$ cat src/rtl/mod_bfly_r2_if.sv
// Butterfly operand/result bundle for mod_bfly_r2.
// Master drives operands and modulus, slave returns the butterfly pair.
interface mod_bfly_r2_if #(
    parameter int P_WIDTH = 64
);
    logic               valid_in;
    logic [P_WIDTH-1:0] X_in;
    logic [P_WIDTH-1:0] M_in;
    logic [P_WIDTH-1:0] N_in;
    logic [P_WIDTH-1:0] S0_out;
    logic [P_WIDTH-1:0] S1_out;
    logic               valid_out;

    modport master (
        output valid_in, X_in, M_in, N_in,
        input  S0_out, S1_out, valid_out
    );

    modport slave (
        input  valid_in, X_in, M_in, N_in,
        output S0_out, S1_out, valid_out
    );
endinterface

$ cat src/rtl/mod_bfly_r2.sv
// Radix-2 modular butterfly behind MulMod128: (X+M) mod N, (X-M) mod N.
// X is delayed to meet the multiplier result, then two register stages.
module mod_bfly_r2 #(
    parameter int P_WIDTH = 64,
    parameter int MUL_LAT = 4
) (
    input logic           clk,
    input logic           rst_n,
    mod_bfly_r2_if.slave  bus
);

    logic [P_WIDTH-1:0] dl_x [MUL_LAT];
    logic [MUL_LAT-1:0] dl_v;

    logic [P_WIDTH:0]   sum1;
    logic [P_WIDTH:0]   dif1;
    logic [P_WIDTH-1:0] n1;
    logic               v1;

    logic [P_WIDTH-1:0] s0_q;
    logic [P_WIDTH-1:0] s1_q;
    logic               v2;

    logic [P_WIDTH-1:0] xd;
    logic               vd;
    logic [P_WIDTH-1:0] t;
    logic               ge;
    logic [P_WIDTH-1:0] s0_nxt;
    logic [P_WIDTH-1:0] s1_nxt;

    assign xd = dl_x[MUL_LAT-1];
    assign vd = dl_v[MUL_LAT-1];

    // Delay line: carry {valid, X} forward until the multiplier result lands
    always_ff @(posedge clk or negedge rst_n) begin
        if (!rst_n) begin
            for (int i = 0; i < MUL_LAT; i++) begin
                dl_x[i] <= '0;
            end
            dl_v <= '0;
        end else begin
            dl_x[0] <= bus.X_in;
            dl_v[0] <= bus.valid_in;
            for (int i = 1; i < MUL_LAT; i++) begin
                dl_x[i] <= dl_x[i-1];
                dl_v[i] <= dl_v[i-1];
            end
        end
    end

    // Stage 1: wide sum and difference (bit P_WIDTH of the difference is the borrow)
    always_ff @(posedge clk or negedge rst_n) begin
        if (!rst_n) begin
            sum1 <= '0;
            dif1 <= '0;
            n1   <= '0;
            v1   <= 1'b0;
        end else begin
            sum1 <= {1'b0, xd} + {1'b0, bus.M_in};
            dif1 <= {1'b0, xd} - {1'b0, bus.M_in};
            n1   <= bus.N_in;
            v1   <= vd;
        end
    end

    // Final correction: subtract N from the sum if it reached N, add N back on borrow
    always_comb begin
        t      = sum1[P_WIDTH-1:0] - n1;
        ge     = (sum1 >= {1'b0, n1});
        s0_nxt = ge ? t : sum1[P_WIDTH-1:0];
        s1_nxt = dif1[P_WIDTH] ? (dif1[P_WIDTH-1:0] + n1)
                               : dif1[P_WIDTH-1:0];
    end

    // Stage 2: register the reduced butterfly outputs
    always_ff @(posedge clk or negedge rst_n) begin
        if (!rst_n) begin
            s0_q <= '0;
            s1_q <= '0;
            v2   <= 1'b0;
        end else begin
            s0_q <= s0_nxt;
            s1_q <= s1_nxt;
            v2   <= v1;
        end
    end

    assign bus.S0_out    = s0_q;
    assign bus.S1_out    = s1_q;
    assign bus.valid_out = v2;

endmodule

$ cat src/flat_wrapper.sv
// flat-port wrapper written by rule: the top's interface ports become plain ports
module mod_bfly_r2_flat 
#(
    parameter int P_WIDTH = 64,
    parameter int MUL_LAT = 4
)
  (clk, rst_n, bus_valid_in, bus_X_in, bus_M_in, bus_N_in, bus_S0_out, bus_S1_out, bus_valid_out);
  mod_bfly_r2_if #(.P_WIDTH(P_WIDTH)) bus_i ();
  input logic clk;
  input logic rst_n;
  input wire logic [$bits(bus_i.valid_in)-1:0] bus_valid_in;
  input wire logic [$bits(bus_i.X_in)-1:0] bus_X_in;
  input wire logic [$bits(bus_i.M_in)-1:0] bus_M_in;
  input wire logic [$bits(bus_i.N_in)-1:0] bus_N_in;
  output wire logic [$bits(bus_i.S0_out)-1:0] bus_S0_out;
  output wire logic [$bits(bus_i.S1_out)-1:0] bus_S1_out;
  output wire logic [$bits(bus_i.valid_out)-1:0] bus_valid_out;
  assign bus_i.valid_in = bus_valid_in;
  assign bus_i.X_in = bus_X_in;
  assign bus_i.M_in = bus_M_in;
  assign bus_i.N_in = bus_N_in;
  assign bus_S0_out = bus_i.S0_out;
  assign bus_S1_out = bus_i.S1_out;
  assign bus_valid_out = bus_i.valid_out;
  mod_bfly_r2 #(.P_WIDTH(P_WIDTH), .MUL_LAT(MUL_LAT)) u_core (.clk(clk), .rst_n(rst_n), .bus(bus_i));
endmodule
$ cat config.mk
export PLATFORM = sky130hd
export DESIGN_NAME = mod_bfly_r2_flat
export DESIGN_NICKNAME = d
export VERILOG_FILES = /design/src/rtl/mod_bfly_r2_if.sv /design/src/rtl/mod_bfly_r2.sv /design/src/flat_wrapper.sv
export SDC_FILE = /design/constraint.sdc
export NUM_CORES = 1
export LEC_CHECK = 0
export CAP_MARGIN = 20
export CORE_MARGIN = 5
export CORE_UTILIZATION = 35
export DETAILED_ROUTE_END_ITERATION = 16
export PLACE_DENSITY_LB_ADDON = 0.15
export SLEW_MARGIN = 5
export SYNTH_ARGS = -nofsm -noshare
export SYNTH_HDL_FRONTEND = slang
export SYNTH_SLANG_ARGS = --single-unit
$ cat constraint.sdc
create_clock -name clk -period 3.4 [get_ports clk]
set_input_delay 0.68 -clock clk [delete_from_list [all_inputs] [get_ports clk]]
set_output_delay 0.68 -clock clk [all_outputs]
set_load 0.02 [all_outputs]
# Word level (Yosys, flattened, before mapping)
# Index checks and enable logic that the tools add are counted.
[op_classes] n_addsub=4 n_lt_le_gt_ge=1 n_mux=2
[op_table] operator="two-way mux 64 bit" n=2
[op_table] operator="adder 64 x 64 -> 65 bit" n=1
[op_table] operator="greater-or-equal comparator 65 x 64 -> 1 bit" n=1
[op_table] operator="subtractor 64 x 64 -> 65 bit" n=1
[op_table] operator="adder 64 bit" n=1
[op_table] operator="subtractor 64 bit" n=1
[totals] ff_bits=584 in_bits=195 output_inout_bits=129 wordCells=19

# Logic depth before layout (Yosys ltp)
[depth] word_depth=2 ltp_mapped=16 ltp_nobuf=15

# Worst setup path after synthesis
# OpenSTA, ideal clock, no wires.
[synth_path] path_type="input-to-reg" startpoint="input port bus_M_in[0]" endpoint="register u_core.sum1[58]" setup_time_ps=133 t_arrival_ps=3275 required_ps=3267 slack_ps=-9 cell_stages=12 n_path_buf=0 path_cell_list="ha_1 -> fa_1 -> nor2b_1 -> o21ai_1 -> o211ai_1 -> a311oi_1 -> o41ai_1 -> a21oi_1 -> o311ai_1 -> a311oi_1 -> o21ai_1 -> xnor2_1"
[synth_between] elab_chain_len=1
[synth_rtl] item="start, declared" line="flat_wrapper.sv:13" rtl="input wire logic [$bits(bus_i.M_in)-1:0] bus_M_in;"
[synth_rtl] item="adder 64 x 64 -> 65 bit" line="mod_bfly_r2.sv:59" rtl="sum1 <= {1'b0, xd} + {1'b0, bus.M_in};"
[synth_rtl] item="end signal, assigned" line="mod_bfly_r2.sv:59"
[synth_rtl] item="end, declared" line="mod_bfly_r2.sv:15" rtl="logic [P_WIDTH:0] sum1;"
# No other way between the ends.

==> impl_metrics.py <==
metrics = {
    "outcome": {
        "status": "finished, violations left",
        "violations": "negative setup slack",
    },
    "final_layout": {
        "area.growth.synth_to_final_pct": 45.1,
        "drive_gt1_share_pct": 28.4,
        "nFillCells": 8125,
        "finalNonFillerCells": 5408,
        "stdcell_area_mm2": 0.0455,
        "final_nets": 4640,
    },
    "global_route": {
        "grtUsageTotal_pct": 21.8,
        "grt_pass1_vias": 26500,
        "gr-usage-met2_pct": 31.8,
        "grt_max_degree": 81,
        "antenna_found_initial": 6,
        "gr-usage-met1_pct": 34.5,
        "grt_first_pass_wirelength_mm": 160,
        "use_met3_pct": 3.02,
        "globalRouteOverflowTotal": 0,
        "top_usage_layer": "met1",
    },
    "clock_network": {
        "cts_root_buf": "clkbuf_16",
        "clockBufferDepth": 3,
        "h-tree-depth": 3,
        "cts.sinks": 583,
        "cts_inserted_buffers": 68,
        "cts_tree": "built",
        "clk_latency_ps": 630,
        "clkTransAtPathRegs_ps": 60,
    },
    "critical_path": {
        "critical-path-max-stage-delay_ps": 410,
        "cp_slowest_cell": "dfrtp_1",
        "cp_num_buf_inv": 3,
        "ff2ff_path_depth": 16,
        "r2r_slack_ps": -90,
        "start_kind": "flip-flop",
        "worstPathRequired_ps": 3910,
        "worstPathMaxFanout": 3,
        "worstSetupPathType": "flip-flop to flip-flop",
        "rr_endpoint": "u_core.bus.S1_out[40]$_DFF_PN0_",
        "critPathTopFamily": "compound AO/OA/AOI/OAI gates",
        "r2r-start": "u_core.sum1[0]$_DFF_PN0_",
        "crit_chain": "ha_4 -> inv_2 -> fa_2 -> nor2b_4 -> o2111ai_4 -> a21oi_4 -> nor2_4 -> o41ai_2 -> buf_4 -> a221oi_4 -> o31a_1 -> o41ai_2 -> buf_4 -> a41oi_2 -> xnor2_1 -> mux2_2",
        "cp.arrival_ps": 3990,
        "critPathCaptureType": "flip-flop",
        "cp_num_cells": 16,
    },
    "pwr": {
        "powerDensity_mw_per_mm2": 645,
        "power_leakage_nw": 20.7,
        "fin_total_pwr_mw": 29.3,
        "peakVddDrop_mv": 0.495,
    },
    "routing": {
        "dr.first_iter.drc_count": 1769,
        "wl_per_cell_um": 19.7,
        "totalWireLength_mm": 106,
        "via_per_inst": 4.90,
        "drtAntennaViolNets": 0,
        "drcViolationCount": 0,
        "vias": 26500,
        "first_pass_iters": 5,
    },
    "synth": {
        "yosys.area.top_type": "dfrtp_1",
        "netlist_area_mm2": 0.0313,
        "async_flop_share_pct": 100,
        "synthTopCellsByCount": "dfrtp_1, a21oi_1, ha_1, inv_1, nor2_1",
        "synth.ff_latch_count": 583,
        "avgSynthCellArea_um2": 9.90,
        "synth.distinct_cells": 87,
        "syn_nets": 3621,
        "synth_area_leaders": "dfrtp_1, ha_1, a21oi_1",
        "synth_edf_count": 0,
        "yosysMostFrequentCell": "dfrtp_1",
        "synth_top_area_share_pct": 46.6,
        "synthCells": 3167,
        "ys_warn_count": 0,
        "seq_area_frac_synth_pct": 46.6,
        "synth_ff_type": "dfrtp_1",
    },
    "place": {
        "dpl.hpwl_mm": 86.7,
        "port_buffers": 323,
        "placedCellCount": 5244,
        "placed_cell_area_mm2": 0.0410,
        "gp_congestion": 0.931,
    },
    "sta": {
        "slew_violations": 0,
        "setup_viol": 4,
        "clock_skew_ps": 47.4,
        "finalWorstSetupSlack_ps": -86.5,
        "rsz0062_at_grt": "yes",
        "hold_violations": 0,
        "period_share_pct": 103,
        "max_slew_margin_pct": 36.6,
        "post-route-min-period_ps": 3490,
        "fmax_mhz": 287,
        "worst_slew_pin_slew_ps": 951,
    },
    "hold_path": {
        "hold_path.class": "input port to asynchronous set/reset pin",
    },
    "floorplanning": {
        "rows": 109,
        "design.die.area_mm2": 0.0956,
        "core_area_mm2": 0.0886,
        "ioPinCount": 324,
        "die_h_um": 309,
        "initial_core_util_pct": 35.4,
        "die_w_um": 309,
    },
    "flow_run": {
        "cap_violations": 0,
    },
}
==> stage by stage <==
step	hold WS [ps]	setup TNS, ps	util (%)	setup WS, ps
floorplan	331	0	-	29.1
global placement	331	-54390	46.2	-993
detailed placement	335	-58830	46.2	-1040
CTS	93.7	-407	50.0	-137
global route	129	-1850	51.3	-236
finish	98.4	-137	51.3	-86.5
==> area by class of cell <==
| class | count | area (um^2) | area share (%) |
|---|---|---|---|
| diodes | 2 | 5.00 | 0.0110 |
| clock buffers | 98 | 2010 | 4.42 |
| clock inverters | 27 | 379 | 0.834 |
| inverters | 246 | 923 | 2.03 |
| multi-input cells | 2214 | 17000 | 37.3 |
| flip-flops and latches | 583 | 14600 | 32.1 |
| well taps | 1165 | 1460 | 3.21 |
| repair buffers | 1073 | 9130 | 20.1 |
==> where the power goes <==
group | internal, mW | total, mW | switching, mW
Combinational | 6.00 | 12.5 | 6.51
Sequential | 8.23 | 9.19 | 0.958
Clock | 4.69 | 7.61 | 2.93
Total | 18.9 | 29.3 | 10.4
==> layout by cell type (no fill, tap or decap), types with 14 or more instances in the layout <==
cell type        count
a21oi_2             51
nor3_1              41
clkdlybuf4s50_1    315
clkbuf_16           74
dfrtp_1            566
nand2_1            197
o21ai_2             17
inv_1              231
nor2_1             217
a31oi_1             20
nand2b_1            21
o31ai_1             22
nor4_1              30
ha_4                36
o21bai_1            78
clkbuf_1            15
and3_1              14
nor2_2              16
o211ai_1            18
o21ai_1             51
nand4_1             60
dfrtp_2             17
o21ai_0            105
a21oi_1            306
ha_1               215
buf_4              721
nand3_1             42
o21a_1              22
and2_1              14
mux2_2              52
xnor2_1            178
xor2_1              54
nor2b_1             18
a21o_1              84
buf_6               14
==> registers in the layout, indices dropped and copies added, names as in the netlist, 4 cells and up <==
name	count
u_core.dl_x	192
u_core.n1	64
u_core.dl_v	4
u_core.bus.S1_out	64
u_core.sum1	65
u_core.xd	64
u_core.dif1	64
u_core.bus.S0_out	64
==> worst max path at each step <==
stage / start / endpoint / slack (ps)
CTS: u_core.sum1[0]$_DFF_PN0_ / u_core.bus.S1_out[40]$_DFF_PN0_ / -140
detailed placement: bus_M_in[0] / u_core.dif1[64]$_DFF_PN0_ / -1040
floorplan: bus_M_in[0] / u_core.dif1[64]$_DFF_PN0_ / 30
global placement: bus_M_in[0] / u_core.dif1[64]$_DFF_PN0_ / -990
global route: u_core.sum1[0]$_DFF_PN0_ / u_core.bus.S1_out[40]$_DFF_PN0_ / -240
finish: u_core.sum1[0]$_DFF_PN0_ / u_core.bus.S1_out[40]$_DFF_PN0_ / -90
==> logic make-up after synthesis <==
kind of cell / after synthesis / synth area share, %
compound gates: 923 / 18.6
simple gates: 736 / 11.0
flops: 583 / 46.6
buf+inv: 370 / 4.73
fa+ha+maj: 259 / 10.4
xor+xnor: 240 / 6.71
mux: 56 / 2.00
==> repair_timing <==
item | 4_1_cts | 5_1_grt
setup buffers | 17 | 22
gates resized for setup | 157 | 204
cloned | 2 | 2
hold endpoints to repair | 0 | 0
setup endpoints to repair | 110 | 123
hold buffers | 0 | 0
pin swaps | 65 | 108
==> worst reg2reg max path, delay by kind of cell, from the launching register on <==
kind	cells	cell delay, ps
and+or+nand+nor	2	220
buffers and inverters	3	430
adders and majority gates	2	530
xor gates and xnor gates	1	170
muxes	1	280
AOI/OAI and AO/OA	7	1330
DFF	1	410
==> metal layers <==
metal / part of all wire [%] / up-vias
met5: 0 / -
li1: - / 13100
met3: 5.0 / 109
met4: 1.9 / 0
met2: 42 / 626
met1: 51 / 12600
No activity file was read; power rests on OpenSTA's default activity.
